<file path="config.mk">
export PLATFORM = sky130hd
export DESIGN_NAME = ex_issue_ctrl
export DESIGN_NICKNAME = d
export VERILOG_FILES = /design/src/rtl/ex_issue_ctrl_pkg.sv /design/src/rtl/ex_wb_slot_shreg.sv /design/src/rtl/ex_issue_ctrl.sv
export SDC_FILE = /design/constraint.sdc
export NUM_CORES = 1
export LEC_CHECK = 0
export CORE_ASPECT_RATIO = 2
export CORE_MARGIN = 10
export CORE_UTILIZATION = 50
export CTS_BUF_LIST = sky130_fd_sc_hd__clkbuf_4
export DETAILED_ROUTE_END_ITERATION = 8
export PLACE_DENSITY_LB_ADDON = 0.15
export SLEW_MARGIN = 20
export SYNTH_ARGS = -nofsm -noshare
export SYNTH_HDL_FRONTEND = slang
export SYNTH_SLANG_ARGS = --single-unit
export TNS_END_PERCENT = 20
</file>
<file path="constraint.sdc">
create_clock -name clk -period 10 [get_ports clk]
set_clock_uncertainty 0.05 [all_clocks]
set_input_delay 1.5 -clock clk [delete_from_list [all_inputs] [get_ports clk]]
set_output_delay 1.5 -clock clk [all_outputs]
set_load 0.1 [all_outputs]
</file>
<file path="src/rtl/ex_issue_ctrl_pkg.sv">
// Shared types and constants for the EX issue/writeback scheduler.
// Latency: n/a (declarations only).
// Backpressure: n/a.
package ex_issue_ctrl_pkg;

    // Register index width used by the writeback slot entries.
    localparam int INSTR_REG_SIZE = 5;

    // Default multiplier issue-to-writeback latency in cycles.
    localparam int MUL_LATENCY = 5;

    // One writeback slot: destination that will be written back when the entry reaches slot 0.
    typedef struct packed {
        logic                      valid;
        logic [INSTR_REG_SIZE-1:0] rd;
        logic                      is_mul;
    } wb_slot_t;

    // Build an occupied slot entry.
    function automatic wb_slot_t make_slot(input logic [INSTR_REG_SIZE-1:0] rd, input logic is_mul);
        wb_slot_t s;
        s.valid  = 1'b1;
        s.rd     = rd;
        s.is_mul = is_mul;
        return s;
    endfunction

endpackage

</file>
<file path="src/rtl/ex_wb_slot_shreg.sv">
// Writeback slot shift register: slot[k] retires k cycles from now; also produces busy vectors and occupancy.
// Latency: a reservation is visible in slot state the cycle after it is made; slot[0] is the registered WB head.
// Backpressure: none; the caller only reserves a slot it has already checked to be free.
module ex_wb_slot_shreg
    import ex_issue_ctrl_pkg::*;
#(
    parameter int MUL_LATENCY = ex_issue_ctrl_pkg::MUL_LATENCY,
    parameter int CNT_W       = $clog2(MUL_LATENCY + 1)
) (
    input  logic                        clk,
    input  logic                        reset,
    input  logic                        res_en,
    input  logic                        res_is_mul,
    input  logic [INSTR_REG_SIZE-1:0]   res_rd,
    output wb_slot_t                    head,
    output logic [MUL_LATENCY-1:0]      slot_valid,
    output logic [2**INSTR_REG_SIZE-1:0] busy_all,
    output logic [2**INSTR_REG_SIZE-1:0] busy_pend,
    output logic [CNT_W-1:0]            cnt
);

    wb_slot_t slot [MUL_LATENCY];

    // Advance every slot one step toward writeback, then drop a new reservation at its latency position.
    always_ff @(posedge clk or posedge reset) begin
        if (reset) begin
            for (int i = 0; i < MUL_LATENCY; i++) begin
                slot[i] <= '0;
            end
        end else begin
            for (int i = 0; i < MUL_LATENCY - 1; i++) begin
                slot[i] <= slot[i+1];
            end
            slot[MUL_LATENCY-1] <= '0;
            if (res_en) begin
                if (res_is_mul) begin
                    slot[MUL_LATENCY-1] <= make_slot(res_rd, 1'b1);
                end else begin
                    slot[0] <= make_slot(res_rd, 1'b0);
                end
            end
        end
    end

    // Occupancy tracks reservations in and retirements out, so it always equals the number of valid slots.
    always_ff @(posedge clk or posedge reset) begin
        if (reset) begin
            cnt <= '0;
        end else begin
            cnt <= cnt + CNT_W'(res_en) - CNT_W'(slot[0].valid);
        end
    end

    // busy_all covers every slot; busy_pend skips slot 0, whose value is already on the writeback bus.
    always_comb begin
        busy_all  = '0;
        busy_pend = '0;
        for (int i = 0; i < MUL_LATENCY; i++) begin
            if (slot[i].valid) begin
                busy_all[slot[i].rd] = 1'b1;
                if (i != 0) begin
                    busy_pend[slot[i].rd] = 1'b1;
                end
            end
        end
        busy_all[0]  = 1'b0;
        busy_pend[0] = 1'b0;
    end

    // Flatten slot occupancy for structural-hazard checks.
    always_comb begin
        slot_valid = '0;
        for (int i = 0; i < MUL_LATENCY; i++) begin
            slot_valid[i] = slot[i].valid;
        end
    end

    assign head = slot[0];

endmodule

</file>
<file path="src/rtl/ex_issue_ctrl.sv">
// Issue/writeback scheduler for a 1-cycle ALU and a pipelined multiplier sharing one WB port (option: EX_ISSUE_FWD_EN).
// Latency: issue decision is combinational; WB outputs come straight from registered slot 0 (ALU 1 cycle, MUL MUL_LATENCY).
// Backpressure: issue_ready_o drops on RAW, WAW or writeback-slot collision; stall_o holds decode while it is low.
module ex_issue_ctrl
    import ex_issue_ctrl_pkg::*;
#(
    parameter int MUL_LATENCY = ex_issue_ctrl_pkg::MUL_LATENCY,
    parameter int REG_ADDR_W  = INSTR_REG_SIZE
) (
    input  logic                             clk,
    input  logic                             reset,
    input  logic                             issue_valid_i,
    input  logic                             issue_is_mul_i,
    input  logic                             issue_reg_write_i,
    input  logic                             issue_rs1_used_i,
    input  logic [REG_ADDR_W-1:0]            issue_rs1_i,
    input  logic                             issue_rs2_used_i,
    input  logic [REG_ADDR_W-1:0]            issue_rs2_i,
    input  logic [REG_ADDR_W-1:0]            issue_rd_i,
    input  logic                             flush_i,
    output logic                             issue_ready_o,
    output logic                             stall_o,
    output logic                             issue_fire_o,
    output logic                             wb_valid_o,
    output logic [REG_ADDR_W-1:0]            wb_rd_o,
    output logic                             wb_sel_mul_o,
    output logic [$clog2(MUL_LATENCY+1)-1:0] inflight_cnt_o
);

    localparam int CNT_W = $clog2(MUL_LATENCY + 1);

    wb_slot_t                     head;
    logic [MUL_LATENCY-1:0]       slot_valid;
    logic [2**INSTR_REG_SIZE-1:0] busy_all;
    logic [2**INSTR_REG_SIZE-1:0] busy_pend;
    logic [2**INSTR_REG_SIZE-1:0] raw_busy;
    logic                         reserving;
    logic                         raw_hz;
    logic                         waw_hz;
    logic                         struct_hz;
    logic                         res_en;

    // With forwarding, a source retiring this cycle is taken off the WB bus, so only later slots block it.
`ifdef EX_ISSUE_FWD_EN
    assign raw_busy = busy_pend;
`else
    assign raw_busy = busy_all;
`endif

    // Hazard detection; readiness deliberately ignores issue_valid_i and flush_i.
    always_comb begin
        reserving = issue_reg_write_i & (issue_rd_i != '0);
        raw_hz    = (issue_rs1_used_i & raw_busy[issue_rs1_i]) |
                    (issue_rs2_used_i & raw_busy[issue_rs2_i]);
        // A destination retiring in slot 0 is free for a new writer.
        waw_hz    = reserving & busy_pend[issue_rd_i];
        // An ALU op lands in slot 0 next cycle, so it collides with whatever is now in slot 1.
        // A MUL lands past the top of the shift register, which is always empty.
        struct_hz = reserving & ~issue_is_mul_i & slot_valid[1];
    end

    assign issue_ready_o = ~(raw_hz | waw_hz | struct_hz);
    assign stall_o       = issue_valid_i & ~issue_ready_o;
    assign issue_fire_o  = issue_valid_i & issue_ready_o & ~flush_i & ~reset;
    assign res_en        = issue_fire_o & reserving;

    ex_wb_slot_shreg #(
        .MUL_LATENCY (MUL_LATENCY),
        .CNT_W       (CNT_W)
    ) u_slots (
        .clk        (clk),
        .reset      (reset),
        .res_en     (res_en),
        .res_is_mul (issue_is_mul_i),
        .res_rd     (issue_rd_i),
        .head       (head),
        .slot_valid (slot_valid),
        .busy_all   (busy_all),
        .busy_pend  (busy_pend),
        .cnt        (inflight_cnt_o)
    );

    assign wb_valid_o   = head.valid;
    assign wb_rd_o      = head.rd;
    assign wb_sel_mul_o = head.is_mul;

endmodule

</file>
Word-level counts from Yosys, hierarchy flattened
Cells that the tools add are included.
{ "op_classes": {"add_sub_neg": 2, "magnitude_cmp": 13, "mux": 29, "n_bitwise": 25, "n_reduce_logical": 6} }
{ "op_table": {"columns": ["cell", "count"], "rows": [
  ["$mux 32", 9],
  ["$or 32x32->32", 7],
  ["$lt 5x6->1 const B", 8],
  ["$mux 7", 4],
  ["$demux 1 s5", 5],
  ["$ge 5x1->1 const B", 5],
  ["$bmux 1 s5", 3],
  ["$and 1x1->1", 11],
  ["$mux 1", 8],
  ["$logic_and 1x1->1", 5],
  ["$reduce_bool 5->1", 1],
  ["$not 1->1", 4],
  ["$add 3x1->3", 1],
  ["$or 1x1->1", 3],
  ["$sub 3x1->3", 1]
]} }
{ "word_totals": {"reg_bits": 38, "in_bits": 23, "output_inout_bits": 13, "elab_cells": 91} }

Longest topological paths before layout
{ "logic_depth": {"word_depth": 26, "depth_mapped": 14, "ltp_nobuf": 13} }

By module
Synthesis repeated with hierarchy kept, for this count alone.
{ "unflattened": {"cells_unflattened": 397, "area_unflattened_um2": 3673.5} }
{ "modules_own_cells": {"columns": ["module", "n_inst", "cells_each", "area_each_um2", "seq_area_each_um2"], "rows": [
  ["ex_wb_slot_shreg", 1, 313, 2675.1, 850.8],
  ["ex_issue_ctrl", 1, 84, 998.5, 0.0]
]} }

Worst setup path after synthesis
No wires, ideal clock.
{ "synth_path": {"kind": "input -> output", "from": "input port issue_rd_i[0]", "to": "output port issue_fire_o", "arrival_time_ns": 4.586, "t_required_ns": 8.450, "path_slack_ns": 3.864, "path_stages": 9, "n_path_buf": 1, "path_cell_list": "clkbuf_1 > clkinv_1 > or4_1 > a21oi_1 > or4_1 > nand3_1 > nor4_4 > nand2_1 > nor2_1"} }
{ "synth_between": {"elab_chain_len": 9, "word_cells_on_any_way": 13, "cone_classes": "mux (2); bitwise (10); reduce/logical (1)"} }
{ "synth_rtl": {"columns": ["item", "line", "text"], "rows": [
  ["from (decl)", "ex_issue_ctrl.sv:19", "input logic [REG_ADDR_W-1:0] issue_rd_i,"],
  ["$bmux 1 s5 or $reduce_bool 5->1 (tied branches)", "ex_issue_ctrl.sv:56, ex_issue_ctrl.sv:52", null],
  ["$mux 1 (not written as such) or $and 1x1->1 (tied branches)", "ex_issue_ctrl.sv:56, ex_issue_ctrl.sv:52", null],
  ["$and 1x1->1, on equally long branches", "ex_issue_ctrl.sv:56, ex_issue_ctrl.sv:59", null],
  ["$or 1x1->1 or $and 1x1->1 (tied branches)", "ex_issue_ctrl.sv:62, ex_issue_ctrl.sv:59", null],
  ["$or 1x1->1 (*)", "ex_issue_ctrl.sv:62", "assign issue_ready_o = ~(raw_hz | waw_hz | struct_hz);"],
  ["$not 1->1 (*)", "ex_issue_ctrl.sv:62", null],
  ["$and 1x1->1 (*) (3 in series)", "ex_issue_ctrl.sv:64", "assign issue_fire_o = issue_valid_i & issue_ready_o & ~flush_i & ~reset;"],
  ["to (decl)", "ex_issue_ctrl.sv:23", "output logic issue_fire_o,"]
]} }
Every way passes the cells marked *; elsewhere a longest branch is shown, timed or not. The select of a mux whose other input is x is not followed.

Final worst setup path
Same ends and word-level chain as after synthesis.

==> run metrics <==
drt via density=about 7.6; crit path kind=in -> out; final slew viol count=0; TritonCTS clock tree=yes; Nets=between 500 and 600; total die area=11200 µm²; syn avg cell area=7.63 µm²; # rows=between 40 and 50; Worst Path Max Fanout=18; Pwr per Cell Area=around 96 nW/µm²; clock slew at reported path FFs=around 90 ps; Placed Cells incl. Taps=between 500 and 600; crit-path max cell delay=between 1000 and 1500 ps; status=completed; grt ovf=0; achievable clock frequency=0.137 GHz; Setup crit start kind=input pin; Seq cells post-synth=34; RSZ-0062 raised after global routing=false; post-synth top area share=0.235; drt initial violations=approximately 700; maxcap violations=0; final setup vio count=0; GRT Util Overall=0.286; Yosys top cell by area=dfrtp_1; Finished Layout Cells=581; Req. time, crit path=around 8500 ps; crit-path cells=clkdlybuf4s50_1 > clkinv_1 > or4_1 > a21oi_1 > or4_1 > nand3_1 > nor4_4 > nand2_1 > nor2_1 > clkdlybuf4s50_1; commonest non-fill, non-tap cell in the layout=nor2_1; commonest cells after routing, fill and taps aside=62 x nor2_1, 44 x o22ai_1, 42 x nor3_1, 35 x clkdlybuf4s50_1, 34 x dfrtp_1; YS warnings=0; Post-Syn Instances=between 400 and 500; CP Capture Type=output port; chip width=approximately 80 µm; number of library cell types mapped by synthesis=68; Max clock buf depth=2; Clock Latency Late Sink=350 ps; io pins=36; EDFF count, synth=0; antenna violations before repair=0; Final period util=0.730; H-tree depth=2; clock root buffer=clkbuf_4; final hold violation count=0; die height=140 µm; first-pass GRT wire length=between 20000 and 25000 µm; WL final=roughly 16000 µm; slowest stage cell, crit path=clkdlybuf4s50_1; vias in the first global route=roughly 4400; gpl congestion=roughly 1.1; Data arrival, critical path=between 5000 and 6000 ps; Slew @ Worst Pin=approximately 990 ps; Synth async-reset ratio=1.00; static leakage=about 0.0014 µW; Max-Slew Margin vs Limit=0.335; Fin Setup TNS=0 ps; most used flip-flop cell after synthesis=dfrtp_1; Starting Density=0.517; Syn Nets=500; core area=~7000 µm²; Post-CTS Resized=0; routed length per instance=27.4 µm; cell area after synthesis=3620 µm²; top cells by area, synth=dfrtp_1 24%, o22ai_1 7.6%, nor2_1 6.4%, nor3_1 5.8%, nand4b_1 3.6%; clock sinks=34; minimum clock period=roughly 7300 ps; DR pass1 iterations=8; Buffers & Inverters on Critical Path=3; sequential share of the synthesized area=0.235; share of cells above drive strength 1=0.0611; Hold-fix buffers, CTS=0; area grow syn2layout=11.0%; n_diodes=0; CTS Buf Count=5; Detail Route Antenna Nets=0; dpl hpwl=about 13000 µm; PortBufs=35; DRC=0; postcts setup bufs=0; family with the most delay on the worst path=buffers and inverters; vias=4434; HP Class=reg -> reg; largest net degree at the start of global routing=35; Peak VDD IR=approximately 240 µV
-- report_power, final --
part / internal, µW / total, µW / switching, µW
Combinational: 46.7 / 160 / 113
Clock: 29.0 / 73.3 / 44.3
Sequential: 145 / 153 / 7.37
-- sequential cells by signal (all words and copies together), names as in the netlist --
signal and count:
u_slots.head 7, u_slots.cnt 3, u_slots.slot 24
-- logic make-up after synthesis --
family | synth area share
buf+inv | 0.0553
fa+ha+maj | 0.0124
mux | 0.0408
xor+xnor | 0.00484
simple gates | 0.432
compound gates | 0.220
flops | 0.235
-- final timing paths --
kind | from | to | slack [ps] | cells after the start
min | u_slots.slot[7] | u_slots.slot[14] | 490 | 0
max in group asynchronous | reset | u_slots.cnt[0] | 8090 | 3
min in group asynchronous | reset | u_slots.slot[23] | 1510 | 3
min reg2reg | u_slots.slot[7] | u_slots.slot[14] | 490 | 0
max reg2reg | u_slots.slot[17] | u_slots.cnt[2] | 5890 | 13
max | issue_rd_i[0] | issue_fire_o | 2700 | 10
-- cells in the mapped netlist, drive strengths merged (3+ instances only) --
cell type   n
a22oi       3
mux2        4
buf        10
mux4        3
o22ai      44
or4b        6
o21ai      15
or4bb       5
nor4bb      5
a32oi       3
and4        3
a32o        3
inv        17
nand2      24
or2         8
nor4       18
a21oi      11
o211ai      5
nand2b     12
nand4b     15
a211oi      3
or4         3
or3         3
clkbuf     17
a31oi       3
nand4bb     6
nor3       42
o2111ai     4
nor2b      12
nor2       62
o311a       3
nand3      22
nand4      13
dfrtp      34
-- layer usage --
layer | part of all wire | track usage
met3 | 0.085 | 0.0500
met4 | 0.093 | 0.224
met1 | 0.33 | 0.299
met2 | 0.49 | 0.482
met5 | 0 | 0
-- through the flow --
| stage | cell area [µm²] | total power [µW] | utilization | setup slack [ps] | hold WS [ps] |
|---|---|---|---|---|---|
| 3_5_place_dp | 3960 | 314 | 0.566 | 2790 | 461 |
| 2_1_floorplan | 3620 | 268 | - | 3860 | 302 |
| 4_1_cts | 4010 | 389 | 0.573 | 2770 | 486 |
| 5_1_grt | 4020 | 404 | 0.574 | 2450 | 506 |
| 3_3_place_gp | 3960 | 311 | 0.566 | 2850 | 429 |
| 6_report | 4020 | 386 | 0.574 | 2700 | 488 |
-- layout make-up --
cell class,count,area [µm²]
clock inverter,2,8.76
fill,681,2980
tap,90,113
sequential,34,851
multi-input combinational,395,2570
clock buffer,6,45.0
inverter,18,67.6
timing repair buffer,36,358
No activity file was read; power rests on OpenSTA's default activity.
